==> src/rtl/sram_access_arbiter_if.sv <==
// Signal bundle between sram_access_arbiter, its two requesters and the SRAM pins.
// The slave modport is the arbiter's view; the master modport is the requester/SRAM side.
interface sram_access_arbiter_if;
    logic        cmd_req;
    logic        cmd_we;
    logic [18:0] cmd_adr;
    logic [15:0] cmd_wdata;
    logic        cmd_ack;
    logic [15:0] cmd_rdata;
    logic        cap_start;
    logic        cap_en;
    logic        strm_valid;
    logic [15:0] strm_data;
    logic        strm_ready;
    logic [19:0] cap_count;
    logic        cap_full;
    logic        busy;
    logic [18:0] sram_adr;
    logic [15:0] sram_dq_o;
    logic        sram_dq_oe;
    logic [15:0] sram_dq_i;
    logic        sram_ce_n;
    logic        sram_we_n;
    logic        sram_oe_n;

    modport slave (
        input  cmd_req, cmd_we, cmd_adr, cmd_wdata, cap_start, cap_en,
               strm_valid, strm_data, sram_dq_i,
        output cmd_ack, cmd_rdata, strm_ready, cap_count, cap_full, busy,
               sram_adr, sram_dq_o, sram_dq_oe, sram_ce_n, sram_we_n, sram_oe_n
    );

    modport master (
        output cmd_req, cmd_we, cmd_adr, cmd_wdata, cap_start, cap_en,
               strm_valid, strm_data, sram_dq_i,
        input  cmd_ack, cmd_rdata, strm_ready, cap_count, cap_full, busy,
               sram_adr, sram_dq_o, sram_dq_oe, sram_ce_n, sram_we_n, sram_oe_n
    );
endinterface

==> src/rtl/sram_access_arbiter.sv <==
// Async SRAM sequencer shared round-robin between the command port and the capture stream.
// Define SRAM_CAPTURE_WRAP_EN to make the capture address wrap instead of stopping when full.
//
// state  | meaning
// IDLE   | strobes inactive, grant decision
// SETUP  | ce_n low, address (and write data) driven, oe_n low for reads
// ACCESS | WAIT_CYCLES cycles of we_n (write) or oe_n (read) low
// HOLD   | strobes released, address/data held, ack / capture counters update
module sram_access_arbiter #(
    parameter int WAIT_CYCLES = 2,
    parameter int DEPTH       = 524288
) (
    input logic                  clk,
    input logic                  rst_n,
    sram_access_arbiter_if.slave bus
);
    typedef enum logic [1:0] {IDLE, SETUP, ACCESS, HOLD} state_t;
    typedef enum logic {GNT_CMD = 1'b0, GNT_STREAM = 1'b1} grant_t;

    localparam logic [3:0]  WAIT_LOAD = 4'(WAIT_CYCLES - 1);
    localparam logic [18:0] LAST_ADR  = 19'(DEPTH - 1);
    localparam logic [19:0] DEPTH_W   = 20'(DEPTH);

    state_t      state_q;
    grant_t      last_grant_q;
    logic        is_cmd_q;
    logic        is_wr_q;
    logic [3:0]  wait_q;
    logic [18:0] adr_q;
    logic [15:0] wdata_q;
    logic [15:0] rdata_q;
    logic        ce_n_q;
    logic        we_n_q;
    logic        oe_n_q;
    logic        dq_oe_q;
    logic        ack_q;
    logic [18:0] cap_adr_q;
    logic [19:0] cap_count_q;
    logic        cap_full_q;
    logic        cap_drop_q;

    logic strm_ready;
    logic grant_strm;
    logic grant_cmd;
    logic cap_inc;

    // A waiting command blocks the stream only when the stream had the last grant.
    assign strm_ready = (state_q == IDLE) && bus.cap_en && !cap_full_q &&
                        !(bus.cmd_req && (last_grant_q == GNT_STREAM));
    assign grant_strm = bus.strm_valid && strm_ready;
    assign grant_cmd  = (state_q == IDLE) && bus.cmd_req && !grant_strm;
    assign cap_inc    = (state_q == ACCESS) && (wait_q == 4'd0) && !is_cmd_q;

    always_ff @(posedge clk or negedge rst_n) begin
        if (!rst_n) begin
            state_q      <= IDLE;
            last_grant_q <= GNT_STREAM;
            is_cmd_q     <= 1'b0;
            is_wr_q      <= 1'b0;
            wait_q       <= 4'd0;
            adr_q        <= '0;
            wdata_q      <= '0;
            rdata_q      <= '0;
            ce_n_q       <= 1'b1;
            we_n_q       <= 1'b1;
            oe_n_q       <= 1'b1;
            dq_oe_q      <= 1'b0;
            ack_q        <= 1'b0;
            cap_adr_q    <= '0;
            cap_count_q  <= '0;
            cap_full_q   <= 1'b0;
            cap_drop_q   <= 1'b0;
        end else begin
            ack_q <= 1'b0;
            case (state_q)
                IDLE: begin
                    if (grant_strm || grant_cmd) begin
                        state_q      <= SETUP;
                        is_cmd_q     <= grant_cmd;
                        is_wr_q      <= grant_strm | bus.cmd_we;
                        adr_q        <= grant_strm ? (bus.cap_start ? '0 : cap_adr_q) : bus.cmd_adr;
                        wdata_q      <= grant_strm ? bus.strm_data : bus.cmd_wdata;
                        last_grant_q <= grant_strm ? GNT_STREAM : GNT_CMD;
                        ce_n_q       <= 1'b0;
                        dq_oe_q      <= grant_strm | bus.cmd_we;
                        oe_n_q       <= !(grant_cmd && !bus.cmd_we);
                        cap_drop_q   <= 1'b0;
                    end
                end
                SETUP: begin
                    state_q <= ACCESS;
                    wait_q  <= WAIT_LOAD;
                    we_n_q  <= !is_wr_q;
                end
                ACCESS: begin
                    if (wait_q == 4'd0) begin
                        state_q <= HOLD;
                        we_n_q  <= 1'b1;
                        oe_n_q  <= 1'b1;
                        ack_q   <= is_cmd_q;
                        if (is_cmd_q && !is_wr_q) begin
                            rdata_q <= bus.sram_dq_i;
                        end
                    end else begin
                        wait_q <= wait_q - 4'd1;
                    end
                end
                HOLD: begin
                    state_q <= IDLE;
                    ce_n_q  <= 1'b1;
                    dq_oe_q <= 1'b0;
                end
                default: state_q <= IDLE;
            endcase

            // A restart while a stream write is in flight lets the write finish uncounted.
            if (bus.cap_start && (state_q != IDLE) && !is_cmd_q) begin
                cap_drop_q <= 1'b1;
            end

            if (bus.cap_start) begin
                cap_adr_q   <= '0;
                cap_count_q <= '0;
                cap_full_q  <= 1'b0;
            end else if (cap_inc && !cap_drop_q) begin
`ifdef SRAM_CAPTURE_WRAP_EN
                cap_adr_q <= (cap_adr_q == LAST_ADR) ? '0 : cap_adr_q + 19'd1;
`else
                cap_adr_q <= cap_adr_q + 19'd1;
                if (cap_adr_q == LAST_ADR) begin
                    cap_full_q <= 1'b1;
                end
`endif
                if (cap_count_q != DEPTH_W) begin
                    cap_count_q <= cap_count_q + 20'd1;
                end
            end
        end
    end

    assign bus.cmd_ack    = ack_q;
    assign bus.cmd_rdata  = rdata_q;
    assign bus.strm_ready = strm_ready;
    assign bus.cap_count  = cap_count_q;
    assign bus.cap_full   = cap_full_q;
    assign bus.busy       = (state_q != IDLE);
    assign bus.sram_adr   = adr_q;
    assign bus.sram_dq_o  = wdata_q;
    assign bus.sram_dq_oe = dq_oe_q;
    assign bus.sram_ce_n  = ce_n_q;
    assign bus.sram_we_n  = we_n_q;
    assign bus.sram_oe_n  = oe_n_q;
endmodule

==> src/flat_wrapper.sv <==
// flat-port wrapper written by rule: the top's interface ports become plain ports
module sram_access_arbiter_flat 
#(
    parameter int WAIT_CYCLES = 2,
    parameter int DEPTH       = 524288
)
  (clk, rst_n, bus_cmd_req, bus_cmd_we, bus_cmd_adr, bus_cmd_wdata, bus_cap_start, bus_cap_en, bus_strm_valid, bus_strm_data, bus_sram_dq_i, bus_cmd_ack, bus_cmd_rdata, bus_strm_ready, bus_cap_count, bus_cap_full, bus_busy, bus_sram_adr, bus_sram_dq_o, bus_sram_dq_oe, bus_sram_ce_n, bus_sram_we_n, bus_sram_oe_n);
  sram_access_arbiter_if bus_i ();
  input logic clk;
  input logic rst_n;
  input wire logic [$bits(bus_i.cmd_req)-1:0] bus_cmd_req;
  input wire logic [$bits(bus_i.cmd_we)-1:0] bus_cmd_we;
  input wire logic [$bits(bus_i.cmd_adr)-1:0] bus_cmd_adr;
  input wire logic [$bits(bus_i.cmd_wdata)-1:0] bus_cmd_wdata;
  input wire logic [$bits(bus_i.cap_start)-1:0] bus_cap_start;
  input wire logic [$bits(bus_i.cap_en)-1:0] bus_cap_en;
  input wire logic [$bits(bus_i.strm_valid)-1:0] bus_strm_valid;
  input wire logic [$bits(bus_i.strm_data)-1:0] bus_strm_data;
  input wire logic [$bits(bus_i.sram_dq_i)-1:0] bus_sram_dq_i;
  output wire logic [$bits(bus_i.cmd_ack)-1:0] bus_cmd_ack;
  output wire logic [$bits(bus_i.cmd_rdata)-1:0] bus_cmd_rdata;
  output wire logic [$bits(bus_i.strm_ready)-1:0] bus_strm_ready;
  output wire logic [$bits(bus_i.cap_count)-1:0] bus_cap_count;
  output wire logic [$bits(bus_i.cap_full)-1:0] bus_cap_full;
  output wire logic [$bits(bus_i.busy)-1:0] bus_busy;
  output wire logic [$bits(bus_i.sram_adr)-1:0] bus_sram_adr;
  output wire logic [$bits(bus_i.sram_dq_o)-1:0] bus_sram_dq_o;
  output wire logic [$bits(bus_i.sram_dq_oe)-1:0] bus_sram_dq_oe;
  output wire logic [$bits(bus_i.sram_ce_n)-1:0] bus_sram_ce_n;
  output wire logic [$bits(bus_i.sram_we_n)-1:0] bus_sram_we_n;
  output wire logic [$bits(bus_i.sram_oe_n)-1:0] bus_sram_oe_n;
  assign bus_i.cmd_req = bus_cmd_req;
  assign bus_i.cmd_we = bus_cmd_we;
  assign bus_i.cmd_adr = bus_cmd_adr;
  assign bus_i.cmd_wdata = bus_cmd_wdata;
  assign bus_i.cap_start = bus_cap_start;
  assign bus_i.cap_en = bus_cap_en;
  assign bus_i.strm_valid = bus_strm_valid;
  assign bus_i.strm_data = bus_strm_data;
  assign bus_i.sram_dq_i = bus_sram_dq_i;
  assign bus_cmd_ack = bus_i.cmd_ack;
  assign bus_cmd_rdata = bus_i.cmd_rdata;
  assign bus_strm_ready = bus_i.strm_ready;
  assign bus_cap_count = bus_i.cap_count;
  assign bus_cap_full = bus_i.cap_full;
  assign bus_busy = bus_i.busy;
  assign bus_sram_adr = bus_i.sram_adr;
  assign bus_sram_dq_o = bus_i.sram_dq_o;
  assign bus_sram_dq_oe = bus_i.sram_dq_oe;
  assign bus_sram_ce_n = bus_i.sram_ce_n;
  assign bus_sram_we_n = bus_i.sram_we_n;
  assign bus_sram_oe_n = bus_i.sram_oe_n;
  sram_access_arbiter #(.WAIT_CYCLES(WAIT_CYCLES), .DEPTH(DEPTH)) u_core (.clk(clk), .rst_n(rst_n), .bus(bus_i));
endmodule
==> config.mk <==
export PLATFORM = sky130hd
export DESIGN_NAME = sram_access_arbiter_flat
export DESIGN_NICKNAME = d
export VERILOG_FILES = /design/src/rtl/sram_access_arbiter_if.sv /design/src/rtl/sram_access_arbiter.sv /design/src/flat_wrapper.sv
export SDC_FILE = /design/constraint.sdc
export NUM_CORES = 1
export LEC_CHECK = 0
export CORE_MARGIN = 10
export CORE_UTILIZATION = 30
export CTS_CLUSTER_SIZE = 25
export DETAILED_ROUTE_END_ITERATION = 8
export GPL_TIMING_DRIVEN = 1
export PLACE_DENSITY_LB_ADDON = 0.08
export SYNTH_ARGS = -nofsm -noshare
export SYNTH_HDL_FRONTEND = slang
export SYNTH_SLANG_ARGS = --single-unit
==> constraint.sdc <==
create_clock -name clk -period 3.56 [get_ports clk]
set_input_delay 0.356 -clock clk [delete_from_list [all_inputs] [get_ports clk]]
set_output_delay 0.356 -clock clk [all_outputs]
set_load 0.01 [all_outputs]
==> results.tsv <==
metric	value	unit
outcome	complete, no violations	
cts_buffers	9	
use_met3	3.27	%
final_hold_viol_count	0	
rsz0062_at_grt	no	
grt_pass1_wl	24500	um
start_util	30.8	%
setup_viol	0	
netlist_area	5120	sq um
post_cts_buffers	0	
antenna_cells	0	
yosysMostFrequentCell	dfrtp_1	
ant_nets	0	
grt_pass1_vias	4226	
firstDrtPassIters	5	
max-cap-violations	0	
synthTopCellsByCount	dfrtp_1, o21ai_0, nand2_1, mux2i_1, nor2_1	
placedInstanceArea	6860	sq um
grt_use_total	13.6	%
antenna_found_initial	0	
peakVddDrop	0.000276	V
core	16600	sq um
period_needed	2.74	ns
overflow	0	
routed_wl	15600	um
stdcell_area	7120	sq um
hold_slack	0.127	ns
cts.sinks	106	
hold_buffers	0	
path_clk_slew	0.07	ns
synth_async_sr_flop_share	100	%
synthTopCellsByArea	dfrtp_1, mux2i_1, o21ai_0	
nets	715	
power_density	642	nW/um^2
period_share	77.1	%
yosysWarnings	0	
crit_arrival	3.01	ns
fin_setup_tns	0	ns
hold_class	input pin to asynchronous set/reset pin	
synth-edff-count	0	
met1_usage	17.2	%
cts_resized	0	
viasPerCell	4.87	
avgSynthCellArea	10.4	sq um
die_area	22700	sq um
worstMarginPinSlew	0.991	ns
cp-end-kind	flop	
grt_util_met2	22.0	%
netlist_instances	491	
worstPathMaxFanout	17	
slew_violations	0	
wl_per_cell	18.1	um
clockBufferDepth	2	
criticalPathCategory	flop to flop	
slowest_delay	0.56	ns
num_rows	47	
dpl.hpwl	11400	um
io_pins	153	
yosysTopAreaCell	dfrtp_1	
drt-initial-drc-count	197	
clk_latency	0.35	ns
ys_seq_area_share	51.9	%
n_fill_cell	1578	
cp-start-kind	flop	
gp_congestion	0.764	
syn_nets	573	
slew_headroom	33.9	%
path_delay_family	simple AND/OR/NAND/NOR gates	
cts_htree_levels	3	
timing.fmax	364	MHz
ys_ff_latch	106	
cts-root-buf	clkbuf_16	
critical_path_buf_inv_count	1	
drc	0	
cts_tree	built	
crit_path_top_delay_cell	or4_1	
die_h	151	um
leakage	2.97	nW
finClkSkew	0.00752	ns
area_growth	39.1	%
final_layout_size_suffix_gt1_share	7.99	%
synth.lib_cells_used.distinct	45	
synth_top_area_share	49.9	%
io_buffers	152	
synth_flop_cell	dfrtp_1	
grt_max_degree	67	
grt_busiest_layer	met2	
crit_required	3.83	ns
fp.dieW	151	um
via_count	4179	
crit_chain	inv_1, ha_1, nor3b_2, and2_1, o21ai_2, or4_1, a21oi_1	
[placed cells by master, fill, tap and decap left out, types with 4 or more instances in the layout]
cell             synthesis  routed
and4_1                   4       4
o31ai_1                  5       5
nor2_1                  36      36
nand2_1                 44      43
nand2b_1                 5       5
nand3b_1                15      15
nor4b_1                  4       4
a21oi_1                 19      19
mux2_2                  16      16
buf_4                    1       5
nand3_1                 10      10
nor3_1                   8       8
and2_1                   4       4
clkdlybuf4s50_1          0     150
dfstp_2                  4       4
nand4_1                  8       8
clkbuf_16                0       9
mux2i_1                 38      38
ha_1                     8       8
or3_1                    7       7
o21ai_0                 47      47
or4_1                    4       4
xor2_1                   6       6
nor4_1                  14      14
inv_1                   15      15
xnor2_1                 22      22
dfrtp_1                102     102
[path summary, 6_finish.rpt]
| check | start | end | slack (ns) | cells past startpoint |
|---|---|---|---|---|
| hold / removal | rst_n | u_core.bus.cmd_rdata[0] | 0.13 | 1 |
| setup / recovery | u_core.state_q[0] | u_core.bus.cap_count[7] | 0.82 | 7 |
| hold reg to reg | u_core.last_grant_q | u_core.last_grant_q | 0.46 | 2 |
| setup reg to reg | u_core.state_q[0] | u_core.bus.cap_count[7] | 0.82 | 7 |
| min in group clk | u_core.last_grant_q | u_core.last_grant_q | 0.46 | 2 |
| max in group asynchronous | rst_n | u_core.bus.sram_dq_o[6] | 2.55 | 2 |
[flip-flops by register name, indices dropped and copies added, names as in the netlist, 2 cells and up]
signal	count
u_core.cap_adr_q	19
u_core.bus.cap_count	20
u_core.bus.sram_adr	19
u_core.wait_q	4
u_core.bus.cmd_rdata	16
u_core.bus.sram_dq_o	16
u_core.state_q	2
[cells by family after synthesis]
kind of cell	after synthesis	synth area share, %
AO/OA/AOI/OAI	77	8.16
multiplexers	54	11.0
AND/OR/NAND/NOR	177	19.0
buffers and inverters	41	3.18
flip-flops	106	51.9
adder cells (fa/ha/maj)	8	1.96
XOR/XNOR	28	4.79
[per-layer routing]
layer / wire (um) / share of wire, %
met4: 163 / 1.0
met2: 7470 / 48
met1: 6950 / 45
met5: 0 / 0
met3: 982 / 6.3
[where the power goes]
part | switching, mW | internal [mW]
sequential | 0.206 | 1.58
combinational | 0.840 | 1.00
clock | 0.448 | 0.492
total | 1.49 | 3.08
[worst reg2reg max path, delay by kind of cell (launching register included)]
family / cells / cell delay, ns
simple gates: 3 / 1.33
flops: 1 / 0.42
compound gates: 2 / 0.41
fa+ha+maj: 1 / 0.41
buf+inv: 1 / 0.10
[stage by stage]
stage | setup slack (ns) | utilization [%] | total power [mW] | std cells
final | 0.815 | 42.8 | 4.57 | 858
after global routing | 0.508 | 42.8 | 4.88 | 858
after CTS | 0.775 | 42.8 | 4.66 | 858
after detailed placement | 0.805 | 41.2 | 3.71 | 842
after global placement | 0.927 | 41.2 | 3.66 | 842
after floorplan | 1.55 | - | 2.68 | 491
[area by class of cell]
| class | instances | area [sq um] | share of cell area (%) |
|---|---|---|---|
| tap | 220 | 275 | 3.87 |
| multi-input combinational | 344 | 2300 | 32.3 |
| clock inverter | 3 | 15.0 | 0.211 |
| timing repair buffer | 157 | 1560 | 22.0 |
| sequential | 106 | 2660 | 37.3 |
| inverter | 15 | 56.3 | 0.791 |
| clock buffer | 13 | 250 | 3.51 |
(Power assumes the default switching activity.)
